File: config.mk
export PLATFORM = sky130hd
export DESIGN_NAME = i2c_slave_wr_rx_flat
export DESIGN_NICKNAME = d
export VERILOG_FILES = /design/src/rtl/i2c_slave_wr_rx_pkg.sv /design/src/rtl/i2c_slave_wr_rx_if.sv /design/src/rtl/i2c_slave_wr_rx_cond_det.sv /design/src/rtl/i2c_slave_wr_rx.sv /design/src/flat_wrapper.sv
export SDC_FILE = /design/constraint.sdc
export NUM_CORES = 1
export LEC_CHECK = 0
export CORE_UTILIZATION = 40
export CTS_BUF_LIST = sky130_fd_sc_hd__clkbuf_16
export DETAILED_ROUTE_END_ITERATION = 16
export SLEW_MARGIN = 10
export SYNTH_ARGS = -nofsm -noshare
export SYNTH_HDL_FRONTEND = slang
export SYNTH_HIERARCHICAL = 1
export SYNTH_SLANG_ARGS = --single-unit
export TNS_END_PERCENT = 100
File: constraint.sdc
create_clock -name clk_i -period 1.9 [get_ports clk_i]
set_clock_uncertainty 0.15 [all_clocks]
set_input_delay 0.19 -clock clk_i [delete_from_list [all_inputs] [get_ports clk_i]]
set_output_delay 0.19 -clock clk_i [all_outputs]
set_load 0.005 [all_outputs]
File: src/rtl/i2c_slave_wr_rx_pkg.sv
// i2c_pkg: shared state encoding and widths for the write-only I2C target.
package i2c_pkg;
    localparam int BIT_CNT_W = 3;
    localparam int ADDR_W    = 7;
    typedef enum logic [2:0] {
        IDLE,
        ADDR,
        ADDR_ACK,
        DATA,
        DATA_ACK,
        IGNORE
    } state_e;
endpackage

File: src/rtl/i2c_slave_wr_rx_if.sv
// i2c_slave_wr_rx_if: debounced bus pins, pull-low requests and received-byte stream.
interface i2c_slave_wr_rx_if;
    logic       sda_i;
    logic       scl_i;
    logic       sda_oe_o;
    logic       scl_oe_o;
    logic [7:0] rx_data_o;
    logic       rx_valid_o;
    logic       rx_ready_i;
    logic       rx_start_o;
    logic       rx_stop_o;
    logic       rx_ovf_o;
    logic       busy_o;
    modport slave (
        input  sda_i, scl_i, rx_ready_i,
        output sda_oe_o, scl_oe_o, rx_data_o, rx_valid_o, rx_start_o, rx_stop_o, rx_ovf_o, busy_o
    );
    modport master (
        output sda_i, scl_i, rx_ready_i,
        input  sda_oe_o, scl_oe_o, rx_data_o, rx_valid_o, rx_start_o, rx_stop_o, rx_ovf_o, busy_o
    );
endinterface

File: src/rtl/i2c_slave_wr_rx_cond_det.sv
// i2c_cond_det: one-sample history of SDA/SCL giving SCL edges and START/STOP conditions.
module i2c_cond_det (
    input  logic clk_i,
    input  logic resetn_i,
    input  logic sda_i,
    input  logic scl_i,
    output logic scl_rise,
    output logic scl_fall,
    output logic start_det,
    output logic stop_det
);
    logic sda_q, sda_d, scl_q, scl_d;
    // Next value of the history registers is simply the current pin level.
    always_comb begin
        sda_d = sda_i;
        scl_d = scl_i;
    end
    // Idle bus is high, so history resets to 1 to avoid a phantom edge after reset.
    always_ff @(posedge clk_i or negedge resetn_i) begin
        if (!resetn_i) begin
            sda_q <= 1'b1;
            scl_q <= 1'b1;
        end else begin
            sda_q <= sda_d;
            scl_q <= scl_d;
        end
    end
    assign scl_rise  = !scl_q & scl_i;
    assign scl_fall  = scl_q & !scl_i;
    assign start_det = scl_q & scl_i & sda_q & !sda_i;
    assign stop_det  = scl_q & scl_i & !sda_q & sda_i;
endmodule

File: src/rtl/i2c_slave_wr_rx.sv
// i2c_slave_wr_rx: write-only I2C target; optional SCL stretching on a full buffer via I2C_CLK_STRETCH_EN.
import i2c_pkg::*;
module i2c_slave_wr_rx #(
    parameter logic [ADDR_W-1:0] I2C_ADDR = 7'h50
) (
    input  logic clk_i,
    input  logic resetn_i,
    i2c_slave_wr_rx_if.slave bus
);
    logic scl_rise, scl_fall, start_det, stop_det;
    state_e state_q, state_d;
    logic [BIT_CNT_W-1:0] cnt_q, cnt_d;
    logic [7:0] shift_q, shift_d, shift_n, rx_data_q, rx_data_d;
    logic sda_oe_q, sda_oe_d, scl_oe_q, scl_oe_d;
    logic rx_valid_q, rx_valid_d, rx_start_q, rx_start_d, rx_stop_q, rx_stop_d;
    logic rx_ovf_q, rx_ovf_d, busy_q, busy_d;
    logic ack_pend_q, ack_pend_d, phase_q, phase_d;
    i2c_cond_det u_det (
        .clk_i     (clk_i),
        .resetn_i  (resetn_i),
        .sda_i     (bus.sda_i),
        .scl_i     (bus.scl_i),
        .scl_rise  (scl_rise),
        .scl_fall  (scl_fall),
        .start_det (start_det),
        .stop_det  (stop_det)
    );
    assign shift_n = {shift_q[6:0], bus.sda_i};
    // Bus FSM; phase_q marks the second SCL fall of an ACK slot (release point).
    always_comb begin
        state_d    = state_q;
        cnt_d      = cnt_q;
        shift_d    = shift_q;
        rx_data_d  = rx_data_q;
        sda_oe_d   = sda_oe_q;
        scl_oe_d   = scl_oe_q;
        ack_pend_d = ack_pend_q;
        phase_d    = phase_q;
        busy_d     = busy_q;
        rx_valid_d = rx_valid_q & !bus.rx_ready_i;
        rx_start_d = 1'b0;
        rx_stop_d  = 1'b0;
        rx_ovf_d   = 1'b0;
        if (start_det | stop_det) begin
            state_d   = start_det ? ADDR : IDLE;
            cnt_d     = '0;
            sda_oe_d  = 1'b0;
            scl_oe_d  = 1'b0;
            phase_d   = 1'b0;
            rx_stop_d = busy_q;
            busy_d    = 1'b0;
        end else begin
            case (state_q)
                ADDR, DATA: if (scl_rise) begin
                    shift_d = shift_n;
                    cnt_d   = cnt_q + 1'b1;
                    phase_d = 1'b0;
                    if (cnt_q == '1 && state_q == ADDR) begin
                        if (shift_n[7:1] == I2C_ADDR && !shift_n[0]) begin
                            state_d    = ADDR_ACK;
                            rx_start_d = 1'b1;
                            busy_d     = 1'b1;
                        end else begin
                            state_d = IGNORE;
                        end
                    end else if (cnt_q == '1) begin
                        state_d = DATA_ACK;
                        if (!rx_valid_q | bus.rx_ready_i) begin
                            rx_data_d  = shift_n;
                            rx_valid_d = 1'b1;
                            ack_pend_d = 1'b1;
                        end else begin
                            ack_pend_d = 1'b0;
`ifndef I2C_CLK_STRETCH_EN
                            rx_ovf_d   = 1'b1;
`endif
                        end
                    end
                end
                ADDR_ACK: if (scl_fall) begin
                    sda_oe_d = !phase_q;
                    phase_d  = !phase_q;
                    if (phase_q) state_d = DATA;
                end
                DATA_ACK: begin
`ifdef I2C_CLK_STRETCH_EN
                    if (scl_oe_q) begin
                        if (phase_q) begin
                            scl_oe_d = 1'b0;
                        end else if (rx_valid_q & bus.rx_ready_i) begin
                            rx_data_d  = shift_q;
                            rx_valid_d = 1'b1;
                            ack_pend_d = 1'b1;
                            sda_oe_d   = 1'b1;
                            phase_d    = 1'b1;
                        end
                    end else
`endif
                    if (scl_fall) begin
                        if (phase_q) begin
                            sda_oe_d = 1'b0;
                            phase_d  = 1'b0;
                            state_d  = DATA;
                        end else begin
                            sda_oe_d = ack_pend_q;
                            phase_d  = 1'b1;
`ifdef I2C_CLK_STRETCH_EN
                            if (!ack_pend_q) begin
                                if (rx_valid_q & !bus.rx_ready_i) begin
                                    scl_oe_d = 1'b1;
                                    phase_d  = 1'b0;
                                end else begin
                                    rx_data_d  = shift_q;
                                    rx_valid_d = 1'b1;
                                    ack_pend_d = 1'b1;
                                    sda_oe_d   = 1'b1;
                                end
                            end
`endif
                        end
                    end
                end
                default: ;
            endcase
        end
    end
    // State and output registers; reset releases both pins with no stop pulse.
    always_ff @(posedge clk_i or negedge resetn_i) begin
        if (!resetn_i) begin
            state_q    <= IDLE;
            cnt_q      <= '0;
            shift_q    <= '0;
            rx_data_q  <= '0;
            sda_oe_q   <= 1'b0;
            scl_oe_q   <= 1'b0;
            rx_valid_q <= 1'b0;
            rx_start_q <= 1'b0;
            rx_stop_q  <= 1'b0;
            rx_ovf_q   <= 1'b0;
            busy_q     <= 1'b0;
            ack_pend_q <= 1'b0;
            phase_q    <= 1'b0;
        end else begin
            state_q    <= state_d;
            cnt_q      <= cnt_d;
            shift_q    <= shift_d;
            rx_data_q  <= rx_data_d;
            sda_oe_q   <= sda_oe_d;
            scl_oe_q   <= scl_oe_d;
            rx_valid_q <= rx_valid_d;
            rx_start_q <= rx_start_d;
            rx_stop_q  <= rx_stop_d;
            rx_ovf_q   <= rx_ovf_d;
            busy_q     <= busy_d;
            ack_pend_q <= ack_pend_d;
            phase_q    <= phase_d;
        end
    end
    assign bus.sda_oe_o   = sda_oe_q;
    assign bus.scl_oe_o   = scl_oe_q;
    assign bus.rx_data_o  = rx_data_q;
    assign bus.rx_valid_o = rx_valid_q;
    assign bus.rx_start_o = rx_start_q;
    assign bus.rx_stop_o  = rx_stop_q;
    assign bus.rx_ovf_o   = rx_ovf_q;
    assign bus.busy_o     = busy_q;
endmodule

File: src/flat_wrapper.sv
// flat-port wrapper written by rule: the top's interface ports become plain ports
module i2c_slave_wr_rx_flat 
#(
    parameter logic [ADDR_W-1:0] I2C_ADDR = 7'h50
)
  (clk_i, resetn_i, bus_sda_i, bus_scl_i, bus_rx_ready_i, bus_sda_oe_o, bus_scl_oe_o, bus_rx_data_o, bus_rx_valid_o, bus_rx_start_o, bus_rx_stop_o, bus_rx_ovf_o, bus_busy_o);
  i2c_slave_wr_rx_if bus_i ();
  input  logic clk_i;
  input  logic resetn_i;
  input wire logic [$bits(bus_i.sda_i)-1:0] bus_sda_i;
  input wire logic [$bits(bus_i.scl_i)-1:0] bus_scl_i;
  input wire logic [$bits(bus_i.rx_ready_i)-1:0] bus_rx_ready_i;
  output wire logic [$bits(bus_i.sda_oe_o)-1:0] bus_sda_oe_o;
  output wire logic [$bits(bus_i.scl_oe_o)-1:0] bus_scl_oe_o;
  output wire logic [$bits(bus_i.rx_data_o)-1:0] bus_rx_data_o;
  output wire logic [$bits(bus_i.rx_valid_o)-1:0] bus_rx_valid_o;
  output wire logic [$bits(bus_i.rx_start_o)-1:0] bus_rx_start_o;
  output wire logic [$bits(bus_i.rx_stop_o)-1:0] bus_rx_stop_o;
  output wire logic [$bits(bus_i.rx_ovf_o)-1:0] bus_rx_ovf_o;
  output wire logic [$bits(bus_i.busy_o)-1:0] bus_busy_o;
  assign bus_i.sda_i = bus_sda_i;
  assign bus_i.scl_i = bus_scl_i;
  assign bus_i.rx_ready_i = bus_rx_ready_i;
  assign bus_sda_oe_o = bus_i.sda_oe_o;
  assign bus_scl_oe_o = bus_i.scl_oe_o;
  assign bus_rx_data_o = bus_i.rx_data_o;
  assign bus_rx_valid_o = bus_i.rx_valid_o;
  assign bus_rx_start_o = bus_i.rx_start_o;
  assign bus_rx_stop_o = bus_i.rx_stop_o;
  assign bus_rx_ovf_o = bus_i.rx_ovf_o;
  assign bus_busy_o = bus_i.busy_o;
  i2c_slave_wr_rx #(.I2C_ADDR(I2C_ADDR)) u_core (.clk_i(clk_i), .resetn_i(resetn_i), .bus(bus_i));
endmodule
==> reports/results.txt <==
Leak - 0.941 nW
CTS tree - built
Register-to-Register Path Depth - 6
Max-slew violations - 0
Ratio of cells with drive above 1 in the final layout - 0.394
Crit path launch type - input pin
Crit path kind - in -> reg
Synth area leaders - dfrtp_1 50%, mux2_2 12%, dfstp_2 3.6%, ha_1 2.6%, nand2_1 2.1%
Via density - 5.27
CP peak stage delay - 0.55 ns
Failing checks - setup timing
Clock Latency Late Sink - 0.27 ns
# nets final - 167
Wire length per cell - 16.0 um
Layout fillers - 260
Die X - 62.0 um
Final min period - 2.00 ns
Die footprint - 3850 um^2
RD Place Congestion - 0.811
N_diodes - 0
Logic pwr share - 0.284
Sw power - 736 uW
R2r startpoint - u_core/u_det/sda_q
Internal power - 1.84 mW
Ys flop type - dfrtp_1
Synth cell types - 43
Global Route Usage Sum - 0.192
RSZ-0062 raised after global routing - true
Site row count - 21
Register share of total power - 0.374
Top cell type's share of synthesized area - 0.503
Pwr/cell area - 1230 nW/um^2
Fmax - 501 MHz
Flop and latch count out of synthesis - 31
Syn Inst Count - 118
Largest net degree at the start of global routing - 32
Die Span Y - 62.0 um
Mapped Area - 1440 um^2
Synth area leader - dfrtp_1
Hold buffers post-CTS - 0
R2r endpoint - u_core/bus.rx_data_o[7]
ANT nets after route - 0
Critical Path End Type - flop
Via count - 1086
Slowest-stage cell, CP - clkdlybuf4s50_1
CP required - 1.90 ns
Peak supply drop - 0.000725 V
Final HPWL DP - 2.16 mm
Net count after synthesis - 126
Clock share of power - 0.342
Initial Utilization - 0.425
Sw Ratio - 0.286
Clk sinks - 31
Placed cell count - 194
Pre-Repair DR Iteration Count - 4
Run status - complete, but fails checks
First-pass GRT wire length - 5.14 mm
# port buffers - 18
Crit-path cells - clkdlybuf4s50_1 -> nor2b_1 -> and3b_2 -> nand4_1 -> nor2_4 -> buf_12 -> mux2_4
Power consumption - 2.58 mW
Clk root buf - clkbuf_16
Hold crit path type - in -> async
Avg Cell Area, Syn - 12.2 um^2
Syn. warnings - 6
Total gr overflow - 0
Final period util - 1.05
R2R setup slack - -0.08 ns
Fin. Hold Viols - 0
Worst setup path start - bus_scl_i
I/O pins - 20
Layout Area Growth over Synthesis - 45.2%
Longest Clk Path Bufs - 2
Design area - 2090 um^2
Total CTS buffers - 5
Post-synth ARST share - 1.00
Drt drc - 0
Vias in the first global route - 1110
Placed inst area - 1790 um^2
Post-synthesis sequential area ratio - 0.540
Final WS setup - -0.0951 ns
Max Cap Violations - 0
CORE AREA - 3390 um^2
Non-filler cells, final - 206
Worst EP arrival - 2.00 ns
CTS clock-pin slew for the worst setup and hold paths - 0.06 ns
Total wire length - 3.29 mm
Setup TNS - -0.697 ns
H-tree Lvls - 2
Crit path max fanout - 8
Critical Path End - u_core/bus.rx_data_o[7]
EDFF count, synth - 0
Endpoints failing setup - 8
DRT iter0 DRCs - 68
Antenna violations before repair - 0
[layout make-up]
cell class	count	area [um^2]	share of cell area
clock buffer	5	125	0.0598
tap	46	57.6	0.0275
sequential	31	778	0.372
clock inverter	3	38.8	0.0185
multi-input combinational	81	731	0.349
inverter	2	7.51	0.00359
timing repair buffer	38	355	0.170
[synth_stat cells (all sizes together) (2+ instances only)]
| master | number |
|---|---|
| nor2 | 5 |
| and2 | 4 |
| dfstp | 2 |
| a31oi | 2 |
| nand3b | 3 |
| buf | 3 |
| inv | 2 |
| mux2 | 15 |
| ha | 3 |
| a21o | 4 |
| nor2b | 3 |
| a21oi | 5 |
| a32o | 2 |
| nand2 | 8 |
| xnor2 | 2 |
| and4b | 2 |
| o21ai | 2 |
| or2 | 2 |
| o22ai | 2 |
| dfrtp | 29 |
[layout by cell type, fill, tap and decap left out, types with 4 or more instances in the layout]
master and count:
dfrtp_1 29, clkdlybuf4s50_1 18, buf_4 18, mux2_4 10, nand2_1 8, clkbuf_16 5, mux2_2 5, a21oi_1 4
[how the worst min path moves through the flow]
stage,depth (start not counted),start,end
after global placement,1,u_core/bus.busy_o,u_core/bus.busy_o
after global routing,2,resetn_i,u_core/cnt_q[1]
after CTS,2,resetn_i,u_core/phase_q
after floorplan,0,resetn_i,u_core/ack_pend_q
after detailed placement,1,u_core/bus.busy_o,u_core/bus.busy_o
final,2,resetn_i,u_core/phase_q
[worst max-delay path: cells and delay by family]
family	cells	cell delay [ns]
buffers and inverters	2	0.70
muxes	1	0.30
and+or+nand+nor	4	0.80
[registers in the layout (all words and copies together) (netlist names)]
register,flops
u_core/phase_q,1
u_core/u_det/sda_q,1
u_core/bus.rx_data_o,8
u_core/bus.sda_oe_o,1
u_core/ack_pend_q,1
u_core/cnt_q,3
u_core/bus.rx_ovf_o,1
u_core/bus.rx_valid_o,1
u_core/u_det/scl_q,1
u_core/shift_q,7
u_core/bus.rx_start_o,1
u_core/bus.rx_stop_o,1
u_core/state_q,3
u_core/bus.busy_o,1
[routing by layer]
layer	share of wire	up-vias	global-route usage
met4	0	0	0.0667
met5	0	-	0
met2	0.54	20	0.324
met3	0.032	0	0.0538
met1	0.43	562	0.236
li1	-	504	-
[cell families after synthesis]
kind of cell	after synthesis	share of synthesized area
xor+xnor	2	0.0122
buf+inv	6	0.0234
simple gates	39	0.177
flops	31	0.540
other cells	1	0.00260
fa+ha+maj	3	0.0260
compound gates	21	0.102
mux	15	0.117
[metrics by stage]
stage	util	setup slack (ns)	hold slack [ns]
global route	0.618	-0.143	0.217
global placement	0.527	-0.269	0.334
CTS	0.606	-0.0200	0.183
finish	0.618	-0.0951	0.170
detailed placement	0.527	-0.319	0.339
floorplan	-	0.0186	-0.256
[repair_timing]
item                                    in CTS  in global routing
gates cloned                                 0                  0
gates resized for setup                     13                  7
pin swaps                                    5                  6
endpoints found under the setup margin      16                 16
setup buffers                                4                  1
[power groups by stage]
stage / sequential (mW) / clock [mW] / combinational (mW)
finish: 0.963 / 0.881 / 0.731
detailed placement: 0.954 / 0 / 0.649
global placement: 0.950 / 0 / 0.624
global route: 0.986 / 0.930 / 0.807
floorplan: 0.889 / 0 / 0.500
CTS: 0.951 / 0.902 / 0.707
No activity file was read; power rests on OpenSTA's default activity.
